===== config.mk =====
export PLATFORM = sky130hd
export DESIGN_NAME = inst_fetch
export DESIGN_NICKNAME = d
export VERILOG_FILES = /design/src/rtl/inst_fetch.sv
export SDC_FILE = /design/constraint.sdc
export NUM_CORES = 1
export LEC_CHECK = 0
export ABC_AREA = 1
export BUFFER_PORTS_ARGS = -buffer_cell sky130_fd_sc_hd__buf_4
export CELL_PAD_IN_SITES_DETAIL_PLACEMENT = 1
export CELL_PAD_IN_SITES_GLOBAL_PLACEMENT = 1
export CORE_AREA = 2 2 144 146
export DETAILED_ROUTE_END_ITERATION = 8
export DIE_AREA = 0 0 146 148
export GPL_ROUTABILITY_DRIVEN = 0
export PLACE_DENSITY_LB_ADDON = 0.1
export SLEW_MARGIN = 5
export SYNTH_ARGS = -nofsm -noshare
export SYNTH_HDL_FRONTEND = slang
export SYNTH_SLANG_ARGS = --single-unit
export TNS_END_PERCENT = 50

===== constraint.sdc =====
create_clock -name clk -period 2.2 [get_ports clk]
set_input_delay 0.22 -clock clk [delete_from_list [all_inputs] [get_ports clk]]
set_output_delay 0.22 -clock clk [all_outputs]
set_load 0.1 [all_outputs]

===== src/rtl/inst_fetch.sv =====
// Instruction-fetch stage: owns the PC, runs the ibus req/ack handshake and
// feeds the fetched word plus its PC to IF/ID, honouring stall, branch and flush.
module inst_fetch #(
    parameter logic [31:0] RESET_PC = 32'h0000_0000
) (
    input  logic        clk,
    input  logic        rst,
    input  logic [5:0]  stall,
    input  logic        flush,
    input  logic [31:0] new_pc,
    input  logic        branch_flag_i,
    input  logic [31:0] branch_target_address_i,
    output logic        ibus_req_o,
    output logic [31:0] ibus_addr_o,
    input  logic        ibus_ack_i,
    input  logic [31:0] ibus_rdata_i,
    output logic [31:0] if_pc_o,
    output logic [31:0] if_inst_o,
    output logic        stallreq_o
);

    typedef enum logic [1:0] {S_RST, S_REQ, S_HOLD, S_DROP} state_t;

    state_t      state_q, state_d;
    logic [31:0] pc_q, pc_d;
    logic [31:0] pend_pc_q, pend_pc_d;
    logic [31:0] ibuf_q, ibuf_d;

    logic        req_ack;
    logic        inst_vld;
    logic [31:0] seq_pc;
    logic        unused_stall;

    assign unused_stall = ^stall[5:1];

    assign req_ack = (state_q == S_REQ) && ibus_ack_i;
    // Branch is only meaningful on the cycle the delay-slot instruction is consumed.
    assign seq_pc  = branch_flag_i ? branch_target_address_i : pc_q + 32'd4;

    always_comb begin
        state_d   = state_q;
        pc_d      = pc_q;
        pend_pc_d = pend_pc_q;
        ibuf_d    = ibuf_q;
        case (state_q)
            S_RST: begin
                state_d = S_REQ;
                if (flush) pc_d = new_pc;
            end
            S_REQ: begin
                if (flush) begin
                    if (ibus_ack_i) begin
                        pc_d = new_pc;
                    end else begin
                        pend_pc_d = new_pc;
                        state_d   = S_DROP;
                    end
                end else if (ibus_ack_i) begin
                    if (!stall[0]) begin
                        pc_d = seq_pc;
                    end else begin
                        ibuf_d  = ibus_rdata_i;
                        state_d = S_HOLD;
                    end
                end
            end
            S_HOLD: begin
                if (flush) begin
                    pc_d    = new_pc;
                    state_d = S_REQ;
                end else if (!stall[0]) begin
                    pc_d    = seq_pc;
                    state_d = S_REQ;
                end
            end
            S_DROP: begin
                // The stale access must complete before the redirect can be issued.
                if (ibus_ack_i) begin
                    pc_d    = flush ? new_pc : pend_pc_q;
                    state_d = S_REQ;
                end else if (flush) begin
                    pend_pc_d = new_pc;
                end
            end
            default: state_d = S_RST;
        endcase
    end

    always_ff @(posedge clk) begin
        if (rst) begin
            state_q   <= S_RST;
            pc_q      <= RESET_PC;
            pend_pc_q <= 32'd0;
            ibuf_q    <= 32'd0;
        end else begin
            state_q   <= state_d;
            pc_q      <= pc_d;
            pend_pc_q <= pend_pc_d;
            ibuf_q    <= ibuf_d;
        end
    end

    assign ibus_req_o  = !rst && ((state_q == S_REQ) || (state_q == S_DROP));
    assign ibus_addr_o = {pc_q[31:2], 2'b00};
    assign stallreq_o  = rst || (state_q == S_RST) || (state_q == S_DROP) ||
                         ((state_q == S_REQ) && !ibus_ack_i);

    assign inst_vld  = !rst && !flush && (req_ack || (state_q == S_HOLD));
    assign if_pc_o   = inst_vld ? pc_q : 32'd0;
    assign if_inst_o = !inst_vld ? 32'd0 :
                       (state_q == S_HOLD) ? ibuf_q : ibus_rdata_i;

endmodule


# --- After elaboration in Yosys (flattened, before gate mapping) ---
# Index checks and enable logic that the tools add are counted.
# W data, S select, Z words.
totals:
  input_bits: 107
  mem_bits_rw: 0
  mem_count: 0
  romBits: 0
  wordCells: 63
  regBits: 98
  output_inout_bits: 98
  latchBits: 0
op_classes:
  eq_ne: 13
  n_mul: 0
  add_sub_neg: 1
  order_cmp: 0
  div: 0
  n_shift: 0
  mux: 25
  n_reduce_logical: 19
  bitwise_logic: 1
ops:
  columns: ["op", "n"]
  rows:
  - ["$mux W32", 15]
  - ["$pmux W32 S4", 1]
  - ["$pmux W32 S2", 1]
  - ["$add A32 B3 Y32 const B", 1]
  - ["$mux W2", 7]
  - ["$ne A2 B2 Y1 const B", 6]
  - ["$ne A3 B3 Y1 const B", 4]
  - ["$pmux W2 S4", 1]
  - ["$reduce_and A4 Y1", 2]
  - ["$logic_and A1 B1 Y1", 5]
  - ["$logic_or A1 B1 Y1", 5]
  - ["$reduce_and A5 Y1", 1]
  - ["$eq A2 B2 Y1 const B", 2]
  - ["$logic_not A1 Y1", 3]
  - ["$reduce_and A3 Y1", 1]
  - ["$eq A2 B1 Y1 const B", 1]
  - ["$logic_not A2 Y1", 1]
  - ["$reduce_bool A2 Y1", 1]
  - ["$not A1 Y1", 1]

# --- Logic depth before layout (Yosys ltp) ---
# Gate-level depths: netlist of run 1.
logic_depth:
  depth_word: 6
  mapped_depth: 13
  mapped_depth_nobuf: 13

# --- Least setup slack after synthesis of run 1 ---
# No wires, ideal clock.
synth_timing:
  kind: "reg2out"
  start: "reg state_q[0]"
  end: "out if_inst_o[23]"
  stages_incl_launch_ff: 7
  n_path_buf: 2
  setup_slack_ps: -751
  arrival_ps: 2731
  cell_sequence: "dfxtp_1 inv_1 ha_1 clkbuf_1 o211ai_1 clkbuf_1 a21oi_1"
synth_between:
  elab_chain_cells: 5
  word_cells_on_any_way: 7
  classes_between: "eq/ne (2); mux (2); reduce/logical (3)"
synth_rtl:
  columns: ["item", "line", "rtl"]
  rows:
  - ["start, declared", "24", "state_t state_q, state_d;"]
  - ["start signal, assigned", "96", "state_q <= state_d;"]
  - ["$eq A2 B1 Y1", "36", "assign req_ack = (state_q == S_REQ) && ibus_ack_i;"]
  - ["$logic_and A1 B1 Y1", "36", null]
  - ["$logic_or A1 B1 Y1", "108", "assign inst_vld = !rst && !flush && (req_ack || (state_q == S_HOLD));"]
  - ["$logic_and A1 B1 Y1", "108", null]
  - ["$mux W32 (*)", "110", "assign if_inst_o = !inst_vld ? 32'd0 :"]
  - ["end, declared", "18", "output logic [31:0] if_inst_o,"]
# Every way passes the cells marked *; elsewhere a longest branch is shown, timed or not.

# --- Worst setup path in the final report of run 1 ---
layout_timing:
  start: "reg state_q[1]"
  end: "out if_inst_o[13]"
# The elaborated chain is that of the path after synthesis.

==> results of run 1 <==
## area by class of cell
class / instances / area, sq um
Clock buffer: 12 / 246
Clock inverter: 4 / 27.5
Fill cell: 2681 / 9890
Inverter: 79 / 297
Multi-Input combinational cell: 907 / 4510
Sequential cell: 98 / 1970
Tap cell: 270 / 338
Timing Repair Buffer: 257 / 2760
## logic make-up after synthesis
group / count (synthesis) / synth area share [%]
muxes: 1 / 0.146
xor gates and xnor gates: 2 / 0.255
AOI/OAI and AO/OA: 288 / 22.8
DFF: 98 / 28.6
and+or+nand+nor: 609 / 35.1
adders and majority gates: 5 / 0.912
buffers and inverters: 179 / 12.2
other: 1 / 0.0546
## per-stage QoR
stage	worst slack [ns]	instance area, sq um	setup TNS (ns)
CTS	0.000501	9680	0
finish	-0.000480	10100	-0.000637
global route	-0.0906	10100	-2.76
floorplan	-0.590	7210	-19.85
global placement	0.244	8930	0
detailed placement	0.181	8930	0
## cells in the final DEF (no fill, tap or decap), types with 2 or more instances in the layout
master      Yosys  routed
clkinvlp_4      0       3
buf_4          33     174
a21oi_4         2      35
nand3_1        33      33
dfxtp_2         0       2
nand2_1       344     343
o211ai_1       15      15
buf_16          0       5
inv_1          75      73
nand3_2         2       2
nand4_1        10      10
clkbuf_1       42       2
conb_1          1       2
ha_4            0       2
o2111ai_1       2       2
nor3_1          7       7
o21ai_1         2       2
nor2_4          3       4
o21ai_0       127     127
inv_2           4       6
a31oi_1        32      32
xor2_1          2       2
clkbuf_16       0      13
buf_8           0       2
buf_6           0      29
nor2_2          3      14
nor2_1        206     194
dfxtp_1        98      95
ha_1            5       3
a21oi_1       102      69
o221ai_1        2       2
buf_12          0      43
## layer usage
layer	part of all wire, %	wire length, um	vias up	GRT usage, %
met4	1.4	418	0	6.41
met5	0	0	-	0
met1	44	13000	4025	34.8
met3	6.1	1810	28	5.06
met2	48	14300	229	46.0
li1	-	-	4159	-
## flip-flops by register name, summed over array words and instances, names as in the netlist
signal,flops
pend_pc_q,32
ibuf_q,32
state_q,2
pc_q,32
## worst max-delay path by stage
stage	slack, ns	endpoint	from	depth (start not counted)
after CTS	0.0005	if_pc_o[31]	state_q[1]	9
after detailed placement	0.18	if_pc_o[13]	state_q[1]	9
after floorplan	-0.59	if_inst_o[0]	state_q[0]	5
final	-0.0005	if_inst_o[13]	state_q[1]	10
after global placement	0.24	if_inst_o[31]	state_q[1]	9
after global routing	-0.09	if_inst_o[13]	state_q[1]	10
## critical path, cell delays in order, from the launching register on
cell and delay, ns:
dfxtp_2 0.35, inv_2 0.06, ha_4 0.17, nand2_4 0.08, inv_2 0.04, o211ai_1 0.22, buf_6 0.18, buf_12 0.14
clkbuf_16 0.18, a21oi_4 0.05, buf_12 0.16
## synth_stat cells (all sizes together), types with 7 or more instances
cell type and instances:
dfxtp 98, o21ai 129, inv 79, o211ai 15, clkbuf 43, nand4 10, nor2 212, a21oi 104
nor3 7, nand3 35, nand2 344, a31oi 32, buf 57
## power by group through the flow
stage,clock network [W],registers (W),logic [W]
after CTS,0.00157,0.00231,0.00401
after detailed placement,0,0.00234,0.00387
final,0.00154,0.00232,0.00414
after floorplan,0,0.00226,0.00292
after global placement,0,0.00233,0.00383
after global routing,0.00165,0.00236,0.00445
## repair_timing
action	CTS	global route
endpoints found under the setup margin	64	65
gates cloned	3	4
gates resized for setup	91	80
pin swaps	0	1
buffers inserted	2	4
==> qor.yml, run 1 <==
detailed_routing:
  viasPerCell: 5.19
  first_iter_violations: 408
  num_vias: 8441
  wire_per_inst_um: 18.2
  wl_mm: 29.6
  drt_pass1_iterations: 5
  ant_nets: 0
  drc: 0
cells_and_area:
  utilization_pct: 50.6
  antenna_cells: 0
  fin_cells: 1627
  drive_gt1_share_pct: 25.0
  areaGrowthSynthToFinish_pct: 47.9
  nets: 1464
synthesis:
  syn_area_sq_um: 6860
  synthCells: 1183
  synth.top_cell.area_share_pct: 28.6
  synth_top_cell_by_area: "dfxtp_1"
  ys_seq_elements: 98
  synth-seq-area-share_pct: 28.6
  synthTopCellsByArea: "dfxtp_1, nand2_1, nor2_1, o21ai_0, a21oi_1"
  synth_edf_count: 0
  avgSynthCellArea_sq_um: 5.80
  synth-async-reset-ratio_pct: 0
  yosys_warnings: 0
  ys_types: 33
  synthFlopType: "dfxtp_1"
clocking:
  clk_latency_ns: 0.35
  cts.sinks: 98
  clockBufferDepth: 2
  cts_buffers: 9
  htreeDepth: 3
  clkTransAtPathRegs_ns: 0.07
  cts_root_buffer: "clkbuf_16"
  postCtsHoldBufs: 0
  cts_tree: "yes"
pwr:
  sw_frac_of_total_pct: 49.3
  comb_power_share_pct: 51.7
  pwr-share-seq_pct: 29.0
  leakage_nw: 4.28
  power.density_nw_per_um2: 788
  power.internal_w: 0.00405
  p_switching_w: 0.00394
  power_frac_clock_pct: 19.3
  irDropWorstVdd_mv: 0.534
  finalPower_w: 0.00800
grt:
  track_usage_pct: 26.8
  grt_pass1_vias: 8537
  antenna_found_initial: 0
  grt_remaining_overflow: 0
  grt_max_degree: 65
  grt_pass1_wl_mm: 46.2
min_path:
  hold_path_class: "in -> reg"
  hold_path_startpoint: "ibus_rdata_i[22]"
  hold_depth: 3
  whs_endpoint: "ibuf_q[22]"
critical_path:
  end_kind: "output pin"
  r2r_setup_slack_ns: 0.11
  cp-start-kind: "register"
  critPathArrivalTime_ns: 1.98
  r2r-end: "pc_q[6]"
  crit_type: "reg -> out"
  path_max_fanout: 6
  cp.required_ns: 1.98
  reg2reg_depth: 8
  r2r-start: "state_q[0]"
floorplan:
  fp-row-count: 52
  die_x_um: 146
  die-area_sq_um: 21600
  floorplan.initialDensity_pct: 34.2
  die_y_um: 148
  io_pins: 205
  coreArea_sq_um: 20000
timing:
  hold-worst-slack_ns: 0.0987
  fmax_ghz: 0.454
  setup_slack_ns: -0.000480
  rsz0062_at_grt: "yes"
  skew_ns: 0.00895
  layout_min_cycle_time_ns: 2.20
  setup_viol: 2
  post-route-period-util_pct: 100
  hold_viol: 0
  slew_viol_final: 0
run_status:
  violations: "setup timing"
  status: "finished, violations left"
placed_design:
  placedCellCount: 1598
  io_buffers: 197
  place_hpwl_mm: 20.5
flow_run:
  max_cap_viol_count: 0
(Power assumes the default switching activity.)
==> run 2: changes to the inputs <==
Settings changed: ABC_AREA 1 to unset, CORE_AREA 2 2 144 146 to 2 2 139 141, DIE_AREA 0 0 146 148 to 0 0 141 143.
==> qor.yml, run 2 <==
critical_path:
  cp.required_ns: 1.98  # about the same
  path_common_cell: "buf_12"
  path_buf_inv: 3  # was 6
  crit_slowest_cell: "or3_4"  # was dfxtp_2
  max_stage_delay_ns: 0.44  # was 0.35 ns
  crit_type: "reg -> out"  # unchanged
  path_max_fanout: 9  # was 6
  critical_path.top_delay_family: "simple AND/OR/NAND/NOR gates"  # was buffers and inverters
  cp-start-kind: "register"  # unchanged
  crit_start: "state_q[0]"  # was state_q[1]
  end_kind: "output pin"  # unchanged
  critical_path.cell_chain: "ha_4, buf_6, a21oi_4, or3_4, buf_12, nor2_4, buf_12"  # was inv_2, ha_4, nand2_4, inv_2, o211ai_1, buf_6, buf_12, clkbuf_16, a21oi_4, buf_12
  endpoint: "if_inst_o[15]"  # was if_inst_o[13]
  critPathArrivalTime_ns: 2.02  # was 1.98 ns
  cp.depth: 7  # was 10
  reg2reg_depth: 9  # was 8
  r2r_setup_slack_ns: 0.05  # was 0.11 ns
  r2r-end: "pc_q[25]"  # was pc_q[6]
  r2r-start: "state_q[1]"  # was state_q[0]
clocking:
  clkTransAtPathRegs_ns: 0.08  # was 0.07 ns
  cts_buffers: 9  # unchanged
  cts.sinks: 98  # unchanged
  postCtsHoldBufs: 0  # unchanged
  cts_root_buffer: "clkbuf_16"  # unchanged
  clockBufferDepth: 2  # unchanged
  htreeDepth: 3  # unchanged
  clk_latency_ns: 0.37  # was 0.35 ns
  cts_tree: "yes"  # unchanged
timing:
  post-route-period-util_pct: 102  # was 100%
  setup_tns_ns: -0.385  # was -0.000637 ns
  fmax_ghz: 0.447  # was 0.454 GHz
  setup_viol: 23  # was 2
  relSlewSlack_pct: 63.9
  tightest_slew_ns: 0.542
  skew_ns: 0.0150  # was 0.00895 ns
  setup_slack_ns: -0.0390  # was -0.000480 ns
  hold_viol: 0  # unchanged
  hold-worst-slack_ns: 0.105  # was 0.0987 ns
  layout_min_cycle_time_ns: 2.24  # was 2.20 ns
  rsz0062_at_grt: "yes"  # unchanged
  slew_viol_final: 0  # unchanged
cells_and_area:
  antenna_cells: 0  # unchanged
  areaGrowthSynthToFinish_pct: 52.1  # was 47.9%
  nets: 1204  # was 1464
  utilization_pct: 55.4  # was 50.6%
  final_common_cell: "buf_4"  # was nand2_1
  drive_gt1_share_pct: 35.9  # was 25.0%
  final_cell_mix: "buf_4, nand2_1, dfxtp_1"  # was nand2_1, nor2_1, buf_4
  fill_cells: 2166  # was 2681
  top_regs: "ibuf_q x32, pc_q x32, pend_pc_q x32"  # unchanged
placed_design:
  io_buffers: 197  # unchanged
  place_hpwl_mm: 19.6  # was 20.5 mm
  post-place-ws_ns: 0.0126  # was 0.181 ns
grt:
  grt_remaining_overflow: 0  # unchanged
  antenna_found_initial: 0  # unchanged
  grt_pass1_wl_mm: 42.2  # was 46.2 mm
  grt_max_degree: 40  # was 65
  track_usage_pct: 26.7  # was 26.8%
  grtUsageMet1_pct: 36.8  # was 34.8%
  busiest_layer: "met2"  # unchanged
  grt_use_met2_pct: 45.2  # was 46.0%
  met3_usage_pct: 2.55  # was 5.06%
  grt_pass1_vias: 7415  # was 8537
pwr:
  leakage_nw: 4.00  # was 4.28 nW
  irDropWorstVdd_mv: 0.417  # was 0.534 mV
  power.density_nw_per_um2: 779  # was 788 nW/um^2
  finalPower_w: 0.00802  # was 0.00800 W
synthesis:
  synthTopCellsByArea: "dfxtp_1, nand2_1, a21oi_1, mux2i_1, a22o_1"  # was dfxtp_1, nand2_1, nor2_1, o21ai_0, a21oi_1
  ys_types: 75  # was 33
  avgSynthCellArea_sq_um: 7.54  # was 5.80 sq um
  yosys_warnings: 0  # unchanged
  syn_area_sq_um: 6770  # was 6860 sq um
  synth_most_common_cell: "nand2_1"  # unchanged
  ys_seq_elements: 98  # unchanged
  synth_top_cell_by_area: "dfxtp_1"  # unchanged
  synth-seq-area-share_pct: 29.0  # was 28.6%
  synthCells: 897  # was 1183
  synth_edf_count: 0  # unchanged
  synth_commonest_cells: "nand2_1, dfxtp_1, a21oi_1, nor2_1, clkbuf_1"  # was nand2_1, nor2_1, o21ai_0, a21oi_1, dfxtp_1
  synthFlopType: "dfxtp_1"  # unchanged
  synth.top_cell.area_share_pct: 29.0  # was 28.6%
  synth-async-reset-ratio_pct: 0  # unchanged
detailed_routing:
  drc: 0  # unchanged
  wire_per_inst_um: 20.9  # was 18.2 um
  wl_mm: 27.8  # was 29.6 mm
  drt_pass1_iterations: 7  # was 5
  first_iter_violations: 495  # was 408
  num_vias: 7586  # was 8441
  viasPerCell: 5.70  # was 5.19
  ant_nets: 0  # unchanged
floorplan:
  fp-row-count: 50  # was 52
  die_y_um: 143  # was 148 um
  coreArea_sq_um: 18600  # was 20000 sq um
  floorplan.initialDensity_pct: 36.4  # was 34.2%
  die-area_sq_um: 20200  # was 21600 sq um
  io_pins: 205  # unchanged
  die_x_um: 141  # was 146 um
flow_run:
  max_cap_viol_count: 0  # unchanged
run_status:
  status: "finished, violations left"  # unchanged
  violations: "setup timing"  # unchanged
min_path:
  hold_path_class: "in -> reg"  # unchanged
[run 2: metrics by stage]
stage	std cells	instance area (sq um)
detailed placement	1309	9020
global route	1331	10300
floorplan	898	7050
finish	1331	10300
global placement	1309	9020
CTS	1329	9990
[run 2: per-layer routing]
| metal | vias to the layer above | wire [um] |
|---|---|---|
| met5 | - | 0 |
| met4 | 0 | 359 |
| met3 | 25 | 1330 |
| met2 | 256 | 13400 |
| met1 | 3740 | 12700 |
| li1 | 3565 | - |
[run 2: worst min path at each step]
stage | from | endpoint | slack [ns] | depth (start not counted)
after detailed placement | pend_pc_q[26] | pend_pc_q[26] | 0.45 | 2
after global placement | pend_pc_q[29] | pend_pc_q[29] | 0.44 | 2
after global routing | ibus_rdata_i[7] | ibuf_q[7] | 0.11 | 3
after floorplan | new_pc[23] | pend_pc_q[23] | 0.36 | 2
final | ibus_rdata_i[7] | ibuf_q[7] | 0.10 | 3
after CTS | ibus_rdata_i[12] | ibuf_q[12] | 0.1 | 3
[run 2: kinds of logic after synthesis]
group / count (synthesis) / share of synthesized area [%]
AOI/OAI and AO/OA: 242 / 24.4
xor gates and xnor gates: 11 / 1.42
adders and majority gates: 5 / 0.924
buffers and inverters: 123 / 9.78
DFF: 98 / 29.0
muxes: 51 / 7.75
other: 1 / 0.0554
and+or+nand+nor: 366 / 26.6
[run 2: power by group]
part	total (W)	internal [W]	switching, W
Sequential	0.00215	0.00196	0.000190
Clock	0.00172	0.000906	0.000818
Combinational	0.00415	0.00138	0.00277
[run 2: area by class of cell]
| class | count | area (sq um) | share of cell area [%] |
|---|---|---|---|
| Multi-Input combinational cell | 677 | 4510 | 43.8 |
| Timing Repair Buffer | 293 | 3170 | 30.8 |
| Sequential cell | 98 | 1970 | 19.1 |
| Tap cell | 234 | 293 | 2.84 |
| Clock buffer | 9 | 225 | 2.19 |
| Clock inverter | 7 | 85.1 | 0.826 |
| Inverter | 13 | 51.3 | 0.498 |
[run 2: worst min-delay path, stage by stage]
cell     delay, ns
buf_4         0.11
nand2_1       0.05
a21oi_1       0.05
[run 2: what timing repair did]
item / CTS / global route
setup buffers: 3 / 1
gates cloned: 1 / 1
endpoints found under the setup margin: 65 / 85
pin swaps: 15 / 8
gates resized for setup: 150 / 62
